`src/rtl/uart_pkg.sv`:
```
// Shared UART definitions: transmitter state encoding, frame constants and
// the bit-period helper used by both the transmitter and the receiver bench.
package uart_pkg;

  localparam int unsigned DATA_BITS  = 8;
  localparam int unsigned FRAME_BITS = 10;

  typedef enum logic [1:0] {
    IDLE  = 2'd0,
    START = 2'd1,
    DATA  = 2'd2,
    STOP  = 2'd3
  } uart_tx_state_e;

  function automatic int unsigned uart_clkcount(input int unsigned clk_freq,
                                                input int unsigned baud_rate);
    return clk_freq / baud_rate;
  endfunction

endpackage

```
`src/rtl/uart_tx_if.sv`:
```
// Byte-side handshake between a byte producer (master) and uart_tx (slave).
interface uart_tx_if;
  import uart_pkg::*;

  logic                 newd;
  logic [DATA_BITS-1:0] tx_data;
  logic                 busy;
  logic                 done;

  modport master (output newd, output tx_data, input busy, input done);
  modport slave  (input newd, input tx_data, output busy, output done);

endinterface

```
`src/rtl/uart_baud_tick.sv`:
```
// Clock-enable baud tick: counts 0..clkcount-1 while en is high, pulses tick
// on the last count and wraps; held at zero whenever en is low.
module uart_baud_tick #(
  parameter int unsigned clkcount = 104
) (
  input  logic clk,
  input  logic rst,
  input  logic en,
  output logic tick
);

  localparam int unsigned       cw   = $clog2(clkcount);
  localparam logic [cw-1:0]     last = cw'(clkcount - 1);

  logic [cw-1:0] count;

  assign tick = en && (count == last);

  always_ff @(posedge clk) begin
    if (rst || !en) begin
      count <= '0;
    end else if (count == last) begin
      count <= '0;
    end else begin
      count <= count + cw'(1);
    end
  end

endmodule

```
`src/rtl/uart_tx.sv`:
```
// 8N1 UART transmitter: start bit, 8 data bits LSB first, one stop bit, with
// bit timing from a clock-enable baud tick on the single system clock.
module uart_tx
  import uart_pkg::*;
#(
  parameter int unsigned clk_freq  = 1000000,
  parameter int unsigned baud_rate = 9600
) (
  input  logic        clk,
  input  logic        rst,
  uart_tx_if.slave    bus,
  output logic        tx
);

  localparam int unsigned clkcount = uart_clkcount(clk_freq, baud_rate);
  localparam int unsigned iw       = $clog2(DATA_BITS);
  localparam logic [iw-1:0] last_idx = iw'(DATA_BITS - 1);

  if (clkcount < 2) begin : g_bad_clkcount
    $error("uart_tx: clk_freq/baud_rate must be at least 2");
  end

  uart_tx_state_e       state_q, state_d;
  logic [DATA_BITS-1:0] shreg_q, shreg_d;
  logic [iw-1:0]        bit_idx_q, bit_idx_d;
  logic                 busy_q, busy_d;
  logic                 done_q, done_d;
  logic                 tx_q, tx_d;
  logic                 tick;

  uart_baud_tick #(
    .clkcount (clkcount)
  ) u_baud (
    .clk  (clk),
    .rst  (rst),
    .en   (busy_q),
    .tick (tick)
  );

  always_ff @(posedge clk) begin
    if (rst) begin
      state_q   <= IDLE;
      shreg_q   <= '0;
      bit_idx_q <= '0;
      busy_q    <= 1'b0;
      done_q    <= 1'b0;
      tx_q      <= 1'b1;
    end else begin
      state_q   <= state_d;
      shreg_q   <= shreg_d;
      bit_idx_q <= bit_idx_d;
      busy_q    <= busy_d;
      done_q    <= done_d;
      tx_q      <= tx_d;
    end
  end

  // tx is registered from the next state so the line changes on the same
  // edge as the state, keeping every bit exactly clkcount cycles wide.
  always_comb begin
    state_d   = state_q;
    shreg_d   = shreg_q;
    bit_idx_d = bit_idx_q;
    busy_d    = busy_q;
    done_d    = 1'b0;
    tx_d      = 1'b1;

    case (state_q)
      IDLE: begin
        busy_d = 1'b0;
        if (bus.newd) begin
          shreg_d   = bus.tx_data;
          bit_idx_d = '0;
          busy_d    = 1'b1;
          state_d   = START;
          tx_d      = 1'b0;
        end
      end

      START: begin
        tx_d = 1'b0;
        if (tick) begin
          state_d = DATA;
          tx_d    = shreg_q[0];
        end
      end

      DATA: begin
        tx_d = shreg_q[0];
        if (tick) begin
          shreg_d   = {1'b0, shreg_q[DATA_BITS-1:1]};
          bit_idx_d = bit_idx_q + iw'(1);
          if (bit_idx_q == last_idx) begin
            state_d = STOP;
            tx_d    = 1'b1;
          end else begin
            tx_d = shreg_d[0];
          end
        end
      end

      STOP: begin
        tx_d = 1'b1;
        if (tick) begin
          state_d = IDLE;
          done_d  = 1'b1;
          busy_d  = 1'b0;
        end
      end

      default: begin
        state_d = IDLE;
        busy_d  = 1'b0;
        tx_d    = 1'b1;
      end
    endcase
  end

  assign bus.busy = busy_q;
  assign bus.done = done_q;
  assign tx       = tx_q;

endmodule

```
`src/flat_wrapper.sv`:
```
// flat-port wrapper written by rule: the top's interface ports become plain ports
module uart_tx_flat import uart_pkg::*;
#(
  parameter int unsigned clk_freq  = 1000000,
  parameter int unsigned baud_rate = 9600
)
  (clk, rst, tx, bus_newd, bus_tx_data, bus_busy, bus_done);
  uart_tx_if bus_i ();
  input  logic clk;
  input  logic rst;
  output logic tx;
  input wire logic [$bits(bus_i.newd)-1:0] bus_newd;
  input wire logic [$bits(bus_i.tx_data)-1:0] bus_tx_data;
  output wire logic [$bits(bus_i.busy)-1:0] bus_busy;
  output wire logic [$bits(bus_i.done)-1:0] bus_done;
  assign bus_i.newd = bus_newd;
  assign bus_i.tx_data = bus_tx_data;
  assign bus_busy = bus_i.busy;
  assign bus_done = bus_i.done;
  uart_tx #(.clk_freq(clk_freq), .baud_rate(baud_rate)) u_core (.clk(clk), .rst(rst), .bus(bus_i), .tx(tx));
endmodule
```
`config.mk`:
```
export PLATFORM = sky130hd
export DESIGN_NAME = uart_tx_flat
export DESIGN_NICKNAME = d
export VERILOG_FILES = /design/src/rtl/uart_pkg.sv /design/src/rtl/uart_tx_if.sv /design/src/rtl/uart_baud_tick.sv /design/src/rtl/uart_tx.sv /design/src/flat_wrapper.sv
export SDC_FILE = /design/constraint.sdc
export NUM_CORES = 1
export LEC_CHECK = 0
export CAP_MARGIN = 20
export CORE_UTILIZATION = 50
export CTS_CLUSTER_DIAMETER = 50
export DETAILED_ROUTE_END_ITERATION = 7
export PLACE_DENSITY = 0.76
export SLEW_MARGIN = 20
export SYNTH_ARGS = -nofsm -noshare
export SYNTH_HDL_FRONTEND = slang
export SYNTH_SLANG_ARGS = --single-unit
```
`constraint.sdc`:
```
create_clock -name clk -period 2 [get_ports clk]
set_input_delay 0.3 -clock clk [delete_from_list [all_inputs] [get_ports clk]]
set_output_delay 0.3 -clock clk [all_outputs]
set_load 0.05 [all_outputs]
```
After elaboration in Yosys (flattened, before gate mapping) --
Index checks and enable logic that the tools add are counted.
Storage, ports and cells: register bits 23, bits of input ports 11, output and inout port bits 3, logic and storage cells 52
Operators by class: add/subtract/negate cells 2, eq/ne operators 10, muxes and demuxes 21, bitwise operators 1, reductions and logical operators 11
Operator list (number):
- 8-bit two-way mux | 2
- 8-bit one-hot mux with 2 select lines | 1
- 2-bit two-way mux | 5
- 2-bit by 1-bit != test with 1-bit output (second input constant) | 4
- 2-bit one-hot mux with 4 select lines | 1
- 7-bit by 1-bit adder with 7-bit output (second input constant) | 1
- 7-bit equality test (second input constant) | 1
- 1-bit two-way mux | 7
- 3-bit two-way mux | 2
- 3-bit one-hot mux with 2 select lines | 1
- 5-bit AND reduction | 1
- 2-bit equality test (second input constant) | 2
- 1-bit one-hot mux with 4 select lines | 1
- 2-bit nonzero test | 2
- 2-bit OR reduction | 2
- 3-bit by 1-bit adder with 3-bit output (second input constant) | 1
- 3-bit equality test (second input constant) | 1
- 3-bit AND reduction | 1
- 2-bit by 1-bit equality test with 1-bit output (second input constant) | 1
- 2-bit zero test | 1
- 2-bit != test (second input constant) | 1
- 1-bit one-hot mux with 2 select lines | 1
- 2-bit AND reduction | 1
- 1-bit logical AND | 1
- other kinds (3) | 3

Depth between registers and ports, before layout --
depth after elaboration 4, depth in mapped cells 7, depth with buffers taken out 6

Modules after synthesis --
From an unflattened synthesis, not the netlist that was laid out.
Second synthesis, totals: cell total of the unflattened synthesis 123, area total of the unflattened synthesis 1183.6 um^2
By module, submodules not included:
- uart_tx | instances 1, cells an instance 88, area an instance 862.1 um^2, sequential area each 320.3 um^2
- uart_baud_tick | instances 1, cells an instance 35, area an instance 321.6 um^2, sequential area each 140.1 um^2

Worst setup path before layout --
No wires, ideal clock.
kind register to register, from register u_core.busy_q (netlist: u_core.bus.busy), to register u_core.state_q[1], library setup time 0.072 ns, arrival 1.577 ns, required time 1.928 ns, path slack 0.351 ns, stages on the path, launching flop included 5, path buffers 0, period minus slack after synthesis 1.649 ns, cell sequence dfxtp_1 and4bb_1 nand2_1 a221oi_2 mux2i_1
On the way: word-level cells in the longest chain between the ends 3, elaborated cells on any way between the ends 5, classes of those cells eq/ne: 3; reduce/logical: 2
Ends and longest elaborated chain:
- from (decl) | line uart_tx.sv:26 | logic busy_q, busy_d;
- from (signal assigned) | line uart_tx.sv:52 | busy_q <= busy_d;
- 1-bit logical AND * | line uart_baud_tick.sv:17 | assign tick = en && (count == last);
- 2-bit by 1-bit != test with 1-bit output (no line)
- 5-bit AND reduction (no line) *
- to (signal assigned) | line uart_tx.sv:49 | state_q <= state_d;
- to (decl) | line uart_tx.sv:23 | uart_tx_state_e state_q, state_d;
Every way passes the cells marked *; elsewhere a longest branch is shown, timed or not. A chain may end at the register's enable or synchronous reset.

Final worst setup path --
from register u_core.busy_q (netlist: u_core.bus.busy), to output port bus_busy
RTL lines:
- to (decl) | line flat_wrapper.sv:14 | output wire logic [$bits(bus_i.busy)-1:0] bus_busy;
No word-level cell between the ends.

==> results summary <==
The critical path in this run is classified as flip-flop to output port. The number of sinks on the clock net came out at 23. After routing the design area is ~1300 um^2. The sum of negative setup slack is 0 ns. The number of remaining DRC errors is 0.

Once the clock tree was built, the setup fixing pass inserted 0 buffers. The number of ports placed on the die boundary is 14. The reported max-cap violation count is 0. TritonCTS built the clock tree.

The net count of the finished layout came out at 160. The number of warning messages in the yosys log came out at 0. The buffer levels on the longest clock path is 2. The path class of the tightest hold or removal check is flip-flop to flip-flop. On the critical path the largest part of the delay comes from buffers and inverters. Relative to the synthesized area, the layout overhead comes to 18.5%.

The number of hold buffers added after CTS was 0. The data required time of the critical path is 1.70 ns. Sequential cells account for 42.3% of the total power. Of the total power, combinational logic draws 42.3%.

The antenna diode count came out at 0. The net count after synthesis came out at 141. After synthesis, the mean cell area works out to 9.10 um^2. The final max-slew violation count is 0. The total internal power is 848 uW. The wire length per cell after detailed routing is between 10 and 15 um. The total vias in the final route is 960.

The areal power density over the cells came out at around 1000 nW/um^2. The arrival time at the worst endpoint is 1.57 ns. dfxtp_1 takes more of the synthesized area than any other cell. The relative slew slack came out at between 60 and 70%. The post-detailed-routing wire length came out at between 2000 and 2500 um.

Buffers placed on the I/O ports in this run total 13. The count of placed standard cells in the final layout, fillers left out came out at 168. The maximum number of pins on one net before global-route repair came out at 16. Leaving out fill and tap cells, the most frequent cell in the layout is dfxtp_1. The worst setup path is captured at an output port. After synthesis, the share of flip-flops with an asynchronous set or reset is 0%. Static timing analysis puts the maximum clock frequency at around 0.53 GHz. Leaving out fill and tap cells, the most frequent cells in the layout are 23 x dfxtp_1, 13 x nand2_1, 13 x clkdlybuf4s50_1, 12 x nor2_1, 12 x a21oi_1. The worst setup margin is 0.126 ns.

The remaining antenna violation count after routing came out at 0. The number of enable-type register cells in the synthesized netlist came out at 0. The die covers 2430 um^2. The total cell area at the placement stage is ~1300 um^2. The post-synthesis cell count is 123. The cell with the biggest individual delay on the critical path is clkdlybuf4s50_1. The initial antenna violation count came out at 0. The number of distinct library cells after synthesis is 37. The number of placed instances, taps included, is 164. In this run, CTS created clock tree buffers numbering 3.

After floorplanning, the core was divided into 16 placement rows. Timing analysis after detailed placement gives a worst setup slack of about 0.17 ns. The area of the core came out at 2040 um^2. Of the post-synthesis cell area, the dominant cell type holds 41.1%. Counting both buffers and inverters, the worst setup path holds a total of 1. The net switching power came out at 539 uW. The root cell of the clock tree is clkbuf_4. The via count of the first global-routing pass is 940. Summing every instance area after synthesis gives 1120 um^2. CTS built an H-tree with a depth of 1. The first routing iteration left 29 violations.

The clock network accounts for 15.4% of the total power. The global-route wire length before repair came out at 4090 um. Clock latency on the worst-skew pair, taken at its later pin, is ~0.30 ns.

Sorting the synthesized cells by area gives the leading types as dfxtp_1 41%, ha_1 7.8%, a21oi_1 5.4%. Of all nets on the critical path, the largest fanout is 4. Setup repair after global routing left no endpoint under its margin. From bottom edge to top edge, the die measures 49.3 um. After global routing the overflow that remains totals 0.

The die width came out at between 40 and 50 um. The time the final worst path needs with I/O delays and setup came out at 1.87 ns. The global-route usage over all layers is 21.8%. The peak supply drop is 0.494 mV.

The flow ran to the end, and the final reports show no timing, DRC or antenna violations. The worst setup path is launched from a flip-flop. In this run switching power makes up 38.8% of total power. The HPWL after detailed placement is 1700 um. The static leakage is around 0.00048 uW. The flip-flop and latch count after synthesis is 23. For this run, the leading register cell type out of synthesis is dfxtp_1. Dividing the final minimum period by the clock period gives 93.7%. The post-cts sizing count came out at 0. The critical path goes through clkdlybuf4s50_1. The number of detailed-route iterations in the first pass came out at 5.

In the routed layout, each cell is associated on average with a via count of 5.71. The total count of hold-check failures in the final report came out at 0. In this design, the stage delay of the slowest critical-path cell is between 0.8 and 0.9 ns. The final weighted congestion of routability-driven global placement came out at 0.856.

The effective utilization at floorplan came out at ~55%. For this run, the register share of the synthesized area comes to 41.1%. Counting the fill cells in the layout gives 191. The transition time at the pin with the least slew margin is 0.494 ns. The clock transition at the registers of the reported paths came out at 0.12 ns. The worst clock skew came out at 0.00302 ns. The final setup violation count came out at 0. The ratio of cells with drive above 1 in the final layout came out at 11.3%.
-- state kept, by name, summed over array words and instances, names as in the netlist --
| signal | count |
|---|---|
| u_core.bus.busy | 1 |
| u_core.bit_idx_q | 3 |
| u_core.u_baud.count | 7 |
| u_core.tx | 1 |
| u_core.state_q | 2 |
| u_core.bus.done | 1 |
| u_core.shreg_q | 8 |
-- worst paths after layout --
check / cells after the start / slack [ns] / startpoint / endpoint
setup / recovery: 1 / 0.13 / u_core.bus.busy$_SDFFE_PP0P_ / bus_busy
hold / removal: 1 / 0.46 / u_core.u_baud.count[0]$_SDFF_PP0_ / u_core.u_baud.count[0]$_SDFF_PP0_
setup reg to reg: 6 / 0.21 / u_core.state_q[0]$_SDFFE_PP0P_ / u_core.shreg_q[0]$_SDFFE_PP0P_
hold reg to reg: 1 / 0.46 / u_core.u_baud.count[0]$_SDFF_PP0_ / u_core.u_baud.count[0]$_SDFF_PP0_
-- layer usage --
metal | vias up | GRT usage [%] | routed length (um)
met5 | - | 0 | 0
met4 | 0 | 8.82 | 29
met3 | 4 | 3.74 | 51
met2 | 14 | 36.3 | 1150
met1 | 468 | 27.7 | 1080
li1 | 474 | - | -
-- power by group through the flow --
stage / registers, uW / logic (uW) / clock network, uW
global placement: 594 / 561 / 0
floorplan: 637 / 360 / 0
finish: 587 / 586 / 214
detailed placement: 599 / 582 / 0
CTS: 588 / 590 / 217
global route: 598 / 659 / 236
-- kinds of logic after synthesis --
family | share of synthesized area (%)
flops | 41.1
compound gates | 21.6
fa+ha+maj | 7.82
xor+xnor | 3.91
simple gates | 20.6
buf+inv | 3.13
mux | 1.90
-- layout make-up --
class	count	area (um^2)	share of cell area (%)
inverters	6	22.5	1.70
multi-input cells	91	624	47.0
repair buffers	17	160	12.1
flip-flops and latches	23	460	34.7
clock buffers	4	26.3	1.98
well taps	27	33.8	2.54
-- Yosys cell counts (2+ instances only) --
library cell	number
nand2_1	13
xor2_1	2
dfxtp_1	23
clkbuf_1	2
o21ai_0	11
nand3_1	2
a22oi_1	6
nor2_1	12
xnor2_1	3
a21oi_1	12
inv_1	5
ha_1	7
-- per-stage QoR --
stage          hold WS, ns  utilization (%)  power [uW]
6_report             0.460             65.0        1390
2_1_floorplan        0.418                -         997
3_3_place_gp         0.431             63.7        1150
4_1_cts              0.466             65.0        1400
5_1_grt              0.501             65.0        1490
3_5_place_dp         0.448             63.7        1180
No activity file was read; power rests on OpenSTA's default activity.
